File: src/rtl/core_pkg.sv
// core_pkg: shared types for the core sequencer.
//   state_t  - sequencer state encoding
//   PH_*     - bit positions of the one-hot phase vector
//   PHASE_W  - width of the phase vector
//   ICNT_W   - width of the retired-instruction counter
package core_pkg;

  localparam int unsigned PHASE_W = 5;
  localparam int unsigned ICNT_W  = 16;

  localparam int unsigned PH_FETCH  = 0;
  localparam int unsigned PH_DECODE = 1;
  localparam int unsigned PH_EXEC   = 2;
  localparam int unsigned PH_MEM    = 3;
  localparam int unsigned PH_WB     = 4;

  typedef enum logic [2:0] {
    IDLE,
    FETCH,
    DECODE,
    EXEC,
    MEM,
    WB,
    HALTED
  } state_t;

endpackage

File: src/rtl/core_sequencer_if.sv
// core_sequencer_if: shared memory-port handshake between the sequencer and memory.
//   mem_req      - access request (sequencer -> memory)
//   mem_we       - request is a store
//   mem_sel_data - address mux: 0 = PC (fetch), 1 = data address
//   mem_ack      - memory completes the current request this cycle
// Modports: master (sequencer side), slave (memory side).
interface core_sequencer_if;

  logic mem_req;
  logic mem_we;
  logic mem_sel_data;
  logic mem_ack;

  modport master (
    output mem_req,
    output mem_we,
    output mem_sel_data,
    input  mem_ack
  );

  modport slave (
    input  mem_req,
    input  mem_we,
    input  mem_sel_data,
    output mem_ack
  );

endinterface

File: src/rtl/core_sequencer.sv
// core_sequencer: multi-cycle fetch/decode/execute/memory/writeback phase
// controller for the 16-bit core, sharing one memory port between fetch and
// data access via a req/ack handshake.
// Ports:
//   clk, rst                 - clock, asynchronous active-high reset
//   start, step, stop        - run control pulses
//   dec_*                    - decoder decisions for the instruction in IR
//   bus (master)             - memory handshake: mem_req/mem_we/mem_sel_data/mem_ack
//   ir_we ... pc_load        - single-cycle datapath write strobes
//   phase                    - one-hot {WB,MEM,EXEC,DECODE,FETCH}
//   busy, halted             - run status
//   instr_cnt                - retired-instruction count (CORE_SEQ_ICOUNT_EN only)
// Strobes and status are decoded combinationally from the state register, so
// an asynchronous reset drops mem_req immediately.
// Build option: define CORE_SEQ_ICOUNT_EN to include the instr_cnt counter/port.
module core_sequencer
  import core_pkg::*;
(
  input  logic                clk,
  input  logic                rst,
  input  logic                start,
  input  logic                step,
  input  logic                stop,
  input  logic                dec_halt,
  input  logic                dec_mem_rd,
  input  logic                dec_mem_wr,
  input  logic                dec_reg_we,
  input  logic                dec_flag_we,
  input  logic                dec_pc_load,
  core_sequencer_if.master    bus,
  output logic                ir_we,
  output logic                pc_inc,
  output logic                dr_we,
  output logic                mdr_we,
  output logic                flag_we,
  output logic                rf_we,
  output logic                pc_load,
  output logic [PHASE_W-1:0]  phase,
  output logic                busy,
  output logic                halted
`ifdef CORE_SEQ_ICOUNT_EN
  ,
  output logic [ICNT_W-1:0]   instr_cnt
`endif
);

  state_t state, state_d;
  logic   step_mode, step_mode_d;
  logic   stop_pend, stop_pend_d;
  logic   req, we, sel_data;

  assign bus.mem_req      = req;
  assign bus.mem_we       = we;
  assign bus.mem_sel_data = sel_data;

  // State and run-control registers
  always_ff @(posedge clk or posedge rst) begin
    if (rst) begin
      state     <= IDLE;
      step_mode <= 1'b0;
      stop_pend <= 1'b0;
    end else begin
      state     <= state_d;
      step_mode <= step_mode_d;
      stop_pend <= stop_pend_d;
    end
  end

  // Next-state and strobe decode
  always_comb begin
    state_d     = state;
    step_mode_d = step_mode;
    stop_pend_d = stop_pend;
    req         = 1'b0;
    we          = 1'b0;
    sel_data    = 1'b0;
    ir_we       = 1'b0;
    pc_inc      = 1'b0;
    dr_we       = 1'b0;
    mdr_we      = 1'b0;
    flag_we     = 1'b0;
    rf_we       = 1'b0;
    pc_load     = 1'b0;
    phase       = '0;
    busy        = 1'b0;
    halted      = 1'b0;

    unique case (state)
      IDLE: begin
        stop_pend_d = 1'b0;
        // A simultaneous stop vetoes both start and step
        if (!stop) begin
          if (start) begin
            state_d     = FETCH;
            step_mode_d = 1'b0;
          end else if (step) begin
            state_d     = FETCH;
            step_mode_d = 1'b1;
          end
        end
      end

      FETCH: begin
        busy            = 1'b1;
        phase[PH_FETCH] = 1'b1;
        req             = 1'b1;
        if (bus.mem_ack) begin
          ir_we   = 1'b1;
          pc_inc  = 1'b1;
          state_d = DECODE;
        end
      end

      DECODE: begin
        busy             = 1'b1;
        phase[PH_DECODE] = 1'b1;
        state_d          = dec_halt ? HALTED : EXEC;
      end

      EXEC: begin
        busy           = 1'b1;
        phase[PH_EXEC] = 1'b1;
        dr_we          = 1'b1;
        flag_we        = dec_flag_we;
        state_d        = (dec_mem_rd || dec_mem_wr) ? MEM : WB;
      end

      MEM: begin
        busy          = 1'b1;
        phase[PH_MEM] = 1'b1;
        req           = 1'b1;
        sel_data      = 1'b1;
        we            = dec_mem_wr;
        if (bus.mem_ack) begin
          mdr_we  = dec_mem_rd;
          state_d = WB;
        end
      end

      WB: begin
        busy         = 1'b1;
        phase[PH_WB] = 1'b1;
        rf_we        = dec_reg_we;
        pc_load      = dec_pc_load;
        state_d      = (step_mode || stop_pend) ? IDLE : FETCH;
        stop_pend_d  = 1'b0;
      end

      HALTED: begin
        halted = 1'b1;
      end

      default: begin
        state_d = IDLE;
      end
    endcase

    // Remember a stop seen mid-instruction; WB consumes it at the boundary
    if (stop && busy && state != WB) begin
      stop_pend_d = 1'b1;
    end
  end

`ifdef CORE_SEQ_ICOUNT_EN
  // Retired-instruction counter, wraps naturally
  always_ff @(posedge clk or posedge rst) begin
    if (rst) begin
      instr_cnt <= '0;
    end else if (state == WB) begin
      instr_cnt <= instr_cnt + ICNT_W'(1);
    end
  end
`endif

endmodule

File: src/flat_wrapper.sv
// flat-port wrapper written by rule: the top's interface ports become plain ports
module core_sequencer_flat import core_pkg::*;
  (clk, rst, start, step, stop, dec_halt, dec_mem_rd, dec_mem_wr, dec_reg_we, dec_flag_we, dec_pc_load, ir_we, pc_inc, dr_we, mdr_we, flag_we, rf_we, pc_load, phase, busy, halted, bus_mem_req, bus_mem_we, bus_mem_sel_data, bus_mem_ack);
  core_sequencer_if bus_i ();
  input  logic clk;
  input  logic rst;
  input  logic start;
  input  logic step;
  input  logic stop;
  input  logic dec_halt;
  input  logic dec_mem_rd;
  input  logic dec_mem_wr;
  input  logic dec_reg_we;
  input  logic dec_flag_we;
  input  logic dec_pc_load;
  output logic ir_we;
  output logic pc_inc;
  output logic dr_we;
  output logic mdr_we;
  output logic flag_we;
  output logic rf_we;
  output logic pc_load;
  output logic [PHASE_W-1:0] phase;
  output logic busy;
  output logic halted;
  output wire logic [$bits(bus_i.mem_req)-1:0] bus_mem_req;
  output wire logic [$bits(bus_i.mem_we)-1:0] bus_mem_we;
  output wire logic [$bits(bus_i.mem_sel_data)-1:0] bus_mem_sel_data;
  input wire logic [$bits(bus_i.mem_ack)-1:0] bus_mem_ack;
  assign bus_mem_req = bus_i.mem_req;
  assign bus_mem_we = bus_i.mem_we;
  assign bus_mem_sel_data = bus_i.mem_sel_data;
  assign bus_i.mem_ack = bus_mem_ack;
  core_sequencer u_core (.clk(clk), .rst(rst), .start(start), .step(step), .stop(stop), .dec_halt(dec_halt), .dec_mem_rd(dec_mem_rd), .dec_mem_wr(dec_mem_wr), .dec_reg_we(dec_reg_we), .dec_flag_we(dec_flag_we), .dec_pc_load(dec_pc_load), .bus(bus_i), .ir_we(ir_we), .pc_inc(pc_inc), .dr_we(dr_we), .mdr_we(mdr_we), .flag_we(flag_we), .rf_we(rf_we), .pc_load(pc_load), .phase(phase), .busy(busy), .halted(halted));
endmodule
File: config.mk
export PLATFORM = sky130hd
export DESIGN_NAME = core_sequencer_flat
export DESIGN_NICKNAME = d
export VERILOG_FILES = /design/src/rtl/core_pkg.sv /design/src/rtl/core_sequencer_if.sv /design/src/rtl/core_sequencer.sv /design/src/flat_wrapper.sv
export SDC_FILE = /design/constraint.sdc
export NUM_CORES = 1
export LEC_CHECK = 0
export BUFFER_PORTS_ARGS = -buffer_cell sky130_fd_sc_hd__buf_2
export CAP_MARGIN = 15
export CORE_AREA = 5 5 42 44
export CTS_CLUSTER_SIZE = 25
export DETAILED_ROUTE_END_ITERATION = 10
export DIE_AREA = 0 0 47 49
export PLACE_DENSITY = 0.71
export SLEW_MARGIN = 20
export SYNTH_ARGS = -nofsm -noshare
export SYNTH_HDL_FRONTEND = slang
export SYNTH_SLANG_ARGS = --single-unit
File: constraint.sdc
create_clock -name clk -period 2.1 [get_ports clk]
set_clock_uncertainty 0.15 [all_clocks]
set_input_delay 0.315 -clock clk [delete_from_list [all_inputs] [get_ports clk]]
set_output_delay 0.315 -clock clk [all_outputs]
set_load 0.02 [all_outputs]
==> metrics, run 1 <==
die area=0.00230 sq mm; DRC violations left=0; highest achievable clock rate=526 MHz; pin count of the biggest net entering global routing=13; H-tree lvl count=1; number of nets in the synthesized netlist=67; cell area after synthesis=432 sq um; number of buffers inserted by port buffering=28; fin. max-slew vios=0; routed len/inst=10.9 um; count of antenna-violating nets left after detailed routing=0; post-synthesis to final-layout area growth=36.2%; number of I/O pins=29; path depth of the worst reg2reg path=4; setup slack on the worst flop-to-flop path=730 ps; share of layout cells above drive strength 1=42.2%; fill count=149; synthesized area divided by synthesized cell count=7.85 sq um; post-detailed-placement half-perimeter wirelength=888 um; internal power=0.000422 W; final worst path period share=90.6%; Least-Margin Pin Slew=409 ps; Placer Congestion=0.824; number of setup violations in the final report=0; minimum clock period after layout=1900 ps; total global-route track usage=10.1%; first-pass GRT wire length=1700 um; run status=completed; count of clock tree sinks=5; final standard cell count with taps included and fillers excluded=99; worst reg2reg endpoint=u_core.state[0]$_DFFE_PP0P_; unrepaired setup endpoints after global routing=false; total routed wirelength=1080 um; grt peak-use layer=met2; Critical Path Source Type=flip-flop; Slew Limit Headroom=72.8%; buffers inserted during post-CTS setup optimization=0; grt ovf=0; clock root buffer master=clkbuf_4; path type of the worst min-delay path=input pin to flip-flop; clock slew at reported path FFs=40 ps; met1 capacity usage during global routing=11.8%; WS Path Type=flip-flop to output port; termination of the worst setup path=mdr_we; combinational share of power=61.1%; GR Util met2=14.9%; vias in the first global route=423; worst hold start=start; diodes inserted=0; final net count=96; drt pass-1 iters=4; source-to-sink clock delay at the later pin of the worst-skew pair=240 ps; part of the Yosys area used for sequential elements=29.0%; Pleak=0.346 nW; number of warnings printed during yosys synthesis=0; core region area=0.00140 sq mm; Switch Pwr=0.000419 W; width of the chip=47 um; CTS buffer count=3; largest buffer count on any clock path=2; Vias per Instance=4.35; CP Launch Point=u_core.state[2]$_DFFE_PP0P_; total of max-cap violations=0; synthesized netlist cell count=55; DIE HEIGHT=49 um; final number of hold-violating endpoints=0; CP Data Arrival Time=1440 ps; antenna violations before repair=0; DR iter-0 viols=11; DR vias=431; post-synth cell types=23; VDD IR max=0.000787 V; Clock Power Share=12.7%; met3 track demand over resource in global routing=6.27%; net switching fraction of the power=49.8%; power density over the cells=1430 mW/mm^2; maximum fanout along the worst path=11; FP Rows=14; crit path capture type=output port; hold slack=116 ps; CTS tree=yes; post-synthesis register bit count=5; number of placed instances, taps included=94; post-route setup TNS=0 ps; required time at the worst-slack endpoint=1630 ps; worst r2r src=u_core.state[0]$_DFFE_PP0P_; initial core utilization=30.8%; share of power burned in registers=26.1%
-- flip-flops by register name, summed over array words and instances (netlist names) --
signal	cells
u_core.step_mode	1
u_core.stop_pend	1
u_core.state	3
-- per-layer routing --
layer  wire length, um  vias to the layer above
met5                 0                        -
met4                 0                        0
met3                84                        0
met2               529                       13
met1               460                      184
li1                  -                      234
-- power groups by stage --
stage	Sequential, W	Combinational, W	Clock, W
2_1_floorplan	0.000175	0.000450	0
3_3_place_gp	0.000214	0.000512	0
3_5_place_dp	0.000217	0.000517	0
4_1_cts	0.000216	0.000522	0.000113
5_1_grt	0.000225	0.000564	0.000120
6_report	0.000220	0.000514	0.000107
-- critical path, cell delays in order (launching register included) --
cell and delay, ps:
dfrtp_2 490, nand2b_1 130, nor2_1 240, and3_1 180
buf_2 160
-- how the worst min path moves through the flow --
stage	end	slack (ps)	depth (start not counted)
floorplan	u_core.state[0]$_DFFE_PP0P_	-60	1
global placement	u_core.state[2]$_DFFE_PP0P_	60	2
detailed placement	u_core.step_mode$_DFFE_PP0P_	70	2
CTS	u_core.step_mode$_DFFE_PP0P_	110	2
global route	u_core.step_mode$_DFFE_PP0P_	120	2
finish	u_core.step_mode$_DFFE_PP0P_	120	2
-- area by class of cell --
cell class / instances / area [sq um] / area share, %
multi-input cells: 41 / 246 / 41.9
inverters: 3 / 11.3 / 1.91
repair buffers: 30 / 158 / 26.8
flip-flops and latches: 5 / 126 / 21.5
clock buffers: 4 / 26.3 / 4.47
well taps: 16 / 20.0 / 3.40
-- cells in the mapped netlist --
library cell  count  area, sq um
and2b_1           1         7.51
o21ai_1           1         5.00
dfrtp_1           5          125
xor2_1            1         8.76
nor3b_2           1         12.5
and3_1            4         25.0
buf_6             1         11.3
nor2b_1           2         12.5
o21bai_1          1         7.51
buf_4             5         37.5
o21ai_0           1         5.00
nor2_1            8         30.0
o2bb2ai_1         1         8.76
nor4_4            1         21.3
nand2b_1          3         18.8
or2_1             1         6.26
nor3b_1           1         7.51
nand2_1           4         15.0
a31oi_1           1         6.26
inv_1             3         11.3
and2_1            3         18.8
nor3_1            1         5.00
a21oi_1           5         25.0
-- repair_timing --
item                       in CTS  in global routing
resized for setup               0                  1
hold endpoints to repair        5                  0
setup endpoints to repair       0                  2
hold buffers                    1                  0
-- per-stage QoR --
step                      area (sq um)  util, %  total power, W  worst slack (ps)
after floorplan                    432        -        0.000624               230
after global placement             551     39.3        0.000726               441
after detailed placement           551     39.3        0.000734               341
after CTS                          587     41.9        0.000850              87.8
after global routing               588     42.0        0.000909              87.7
final                              588     42.0        0.000841               198
-- logic make-up after synthesis --
kind of cell    Yosys count  synth area share (%)
buf+inv                   9                  13.9
compound gates           10                  13.3
flops                     5                  29.0
simple gates             30                  41.7
xor+xnor                  1                  2.03
-- cell usage in the layout, fill, tap and decap left out, types with 3 or more instances in the layout --
master	synthesis	layout
buf_2	0	28
inv_1	3	3
and3_1	4	4
dfrtp_1	5	4
clkbuf_4	0	3
a21oi_1	5	5
nor2_1	8	8
nand2_1	4	4
nand2b_1	3	3
and2_1	3	3
Power figures use the tool's default switching activity.
==> run 2, diff against run 1 <==
--- a/config.mk
+++ b/config.mk
@@ -7,10 +7,10 @@
 export LEC_CHECK = 0
 export BUFFER_PORTS_ARGS = -buffer_cell sky130_fd_sc_hd__buf_2
 export CAP_MARGIN = 15
-export CORE_AREA = 5 5 42 44
+export CORE_AREA = 8 8 45 47
 export CTS_CLUSTER_SIZE = 25
 export DETAILED_ROUTE_END_ITERATION = 10
-export DIE_AREA = 0 0 47 49
+export DIE_AREA = 0 0 53 55
 export PLACE_DENSITY = 0.71
 export SLEW_MARGIN = 20
 export SYNTH_ARGS = -nofsm -noshare
==> constraint.sdc (replaced) <==
create_clock -name clk -period 2.1 [get_ports clk]
set_clock_uncertainty 0.15 [all_clocks]
set_input_delay 0.21 -clock clk [delete_from_list [all_inputs] [get_ports clk]]
set_output_delay 0.21 -clock clk [all_outputs]
set_load 0.02 [all_outputs]
==> metrics, run 2 (synthesized netlist as in run 1, its figures left out) <==
final number of hold-violating endpoints=0 (unchanged); largest registers in the final layout=u_core.state (3), u_core.step_mode (1), u_core.stop_pend (1); CP Data Arrival Time=1570 ps (+130 ps); width of the chip=53 um (+13%); hold slack=7.75 ps (-109 ps); most common library cell in the layout ignoring fill and taps=buf_2; DR vias=461 (+7.0%); WS Path Type=flip-flop to output port; die area=0.00292 sq mm (+27%); FP Rows=14 (unchanged); antenna violations before repair=0 (unchanged); CTS tree=yes; Placer Congestion=0.688 (-16%); first-pass GRT wire length=1880 um (+11%); max FFs per register=3 (unchanged); total of max-cap violations=0 (unchanged); source-to-sink clock delay at the later pin of the worst-skew pair=240 ps (about the same); DIE HEIGHT=55 um (+12%); buffers inserted during post-CTS setup optimization=0 (unchanged); number of setup violations in the final report=0 (unchanged); post-route setup TNS=0 ps (unchanged); clock root buffer master=clkbuf_4; routed len/inst=11.8 um (+9.0%); hold buffer count at CTS=1 (unchanged); pin count of the biggest net entering global routing=16 (+3); post-synthesis to final-layout area growth=34.2%; crit path capture type=output port; share of layout cells above drive strength 1=40.2% (-1.9 points); drt pass-1 iters=4 (unchanged); run status=completed; power density over the cells=1420 mW/mm^2 (-0.78%); CTS buffer count=3 (unchanged); final net count=95 (-1.0%); count of antenna-violating nets left after detailed routing=0 (unchanged); H-tree lvl count=1 (unchanged); VDD IR max=0.000947 V (+20%); post-detailed-placement half-perimeter wirelength=911 um (+2.6%); grt ovf=0 (unchanged); highest achievable clock rate=518 MHz (-1.5%); Slew Limit Headroom=71.3% (-1.4 points); end-of-flow core utilization=41.9% (-0.10 points); diodes inserted=0 (unchanged); Top reg by flops=u_core.state; minimum clock period after layout=1930 ps (+28.1 ps); commonest cells after routing, fill and taps aside=buf_2, nor2_1, a21oi_1, dfrtp_1; fin. max-slew vios=0 (unchanged); count of clock tree sinks=5 (unchanged); vias in the first global route=474 (+12%); number of buffers inserted by port buffering=28 (unchanged); number of I/O pins=29 (unchanged); path type of the worst min-delay path=input pin to flip-flop; core region area=0.00138 sq mm (-1.2%); Vias per Instance=4.70 (+8.1%); unrepaired setup endpoints after global routing=false; total routed wirelength=1160 um (+7.9%); required time at the worst-slack endpoint=1740 ps (+110 ps); Least-Margin Pin Slew=430 ps (+21.2 ps); largest buffer count on any clock path=2 (unchanged); Resize count post-CTS=0 (unchanged); maximum fanout along the worst path=15 (+4); Pleak=0.343 nW (-1.0%); final worst path period share=91.9% (+1.3 points); initial core utilization=31.2% (+0.39 points); Critical Path Source Type=flip-flop; clock slew at reported path FFs=40 ps (about the same); DRC violations left=0 (unchanged); total global-route track usage=8.50% (-1.6 points); DR iter-0 viols=6 (-5)
## run 2: changes by cell type in the layout (fill, tap and decap cells not counted)
cell     previous run  this run
dfrtp_2             1         0
buf_4               1         0
dfrtp_1             4         5
## run 2: critical path: stages, from the launching register on
cell	delay (ps)
dfrtp_1	530
nand2b_1	260
nor2_1	210
and3_1	180
buf_2	160
## run 2: metal layers
layer	global-route usage, %	part of all wire [%]	up-vias
met1	8.74	41	204
met3	3.48	6.3	0
li1	-	-	234
met4	5.17	0	0
met2	14.3	53	23
met5	0	0	-
## run 2: final timing paths
check | startpoint | endpoint | slack (ps) | cells past startpoint
worst max-delay path | u_core.state[0]$_DFFE_PP0P_ | mdr_we | 170 | 4
worst min-delay path | start | u_core.step_mode$_DFFE_PP0P_ | 8 | 2
worst max register to register | u_core.state[0]$_DFFE_PP0P_ | u_core.state[0]$_DFFE_PP0P_ | 730 | 3
worst min register to register | u_core.stop_pend$_DFFE_PP0P_ | u_core.stop_pend$_DFFE_PP0P_ | 380 | 2
max in group asynchronous | rst | u_core.step_mode$_DFFE_PP0P_ | 1350 | 3
min in group asynchronous | rst | u_core.state[2]$_DFFE_PP0P_ | 280 | 3
## run 2: cell type report
cell class	count	area, sq um
fill	140	805
multi-input combinational	41	246
timing repair buffer	29	150
sequential	5	125
clock buffer	4	26.3
tap	16	20.0
inverter	3	11.3
## run 2: per-stage QoR
step,std cells,setup slack [ps],cell area [sq um],power (W)
floorplan,55,335,432,0.000624
CTS,98,150,579,0.000837
finish,98,170,579,0.000822
global route,98,38.9,579,0.000906
detailed placement,93,418,543,0.000721
global placement,93,487,543,0.000711
## run 2: power by group
group          total (W)  internal (W)  switching, W
sequential      0.000243      0.000141      0.000102
clock           0.000109     0.0000717     0.0000375
combinational   0.000469      0.000194      0.000275
total           0.000822      0.000407      0.000414
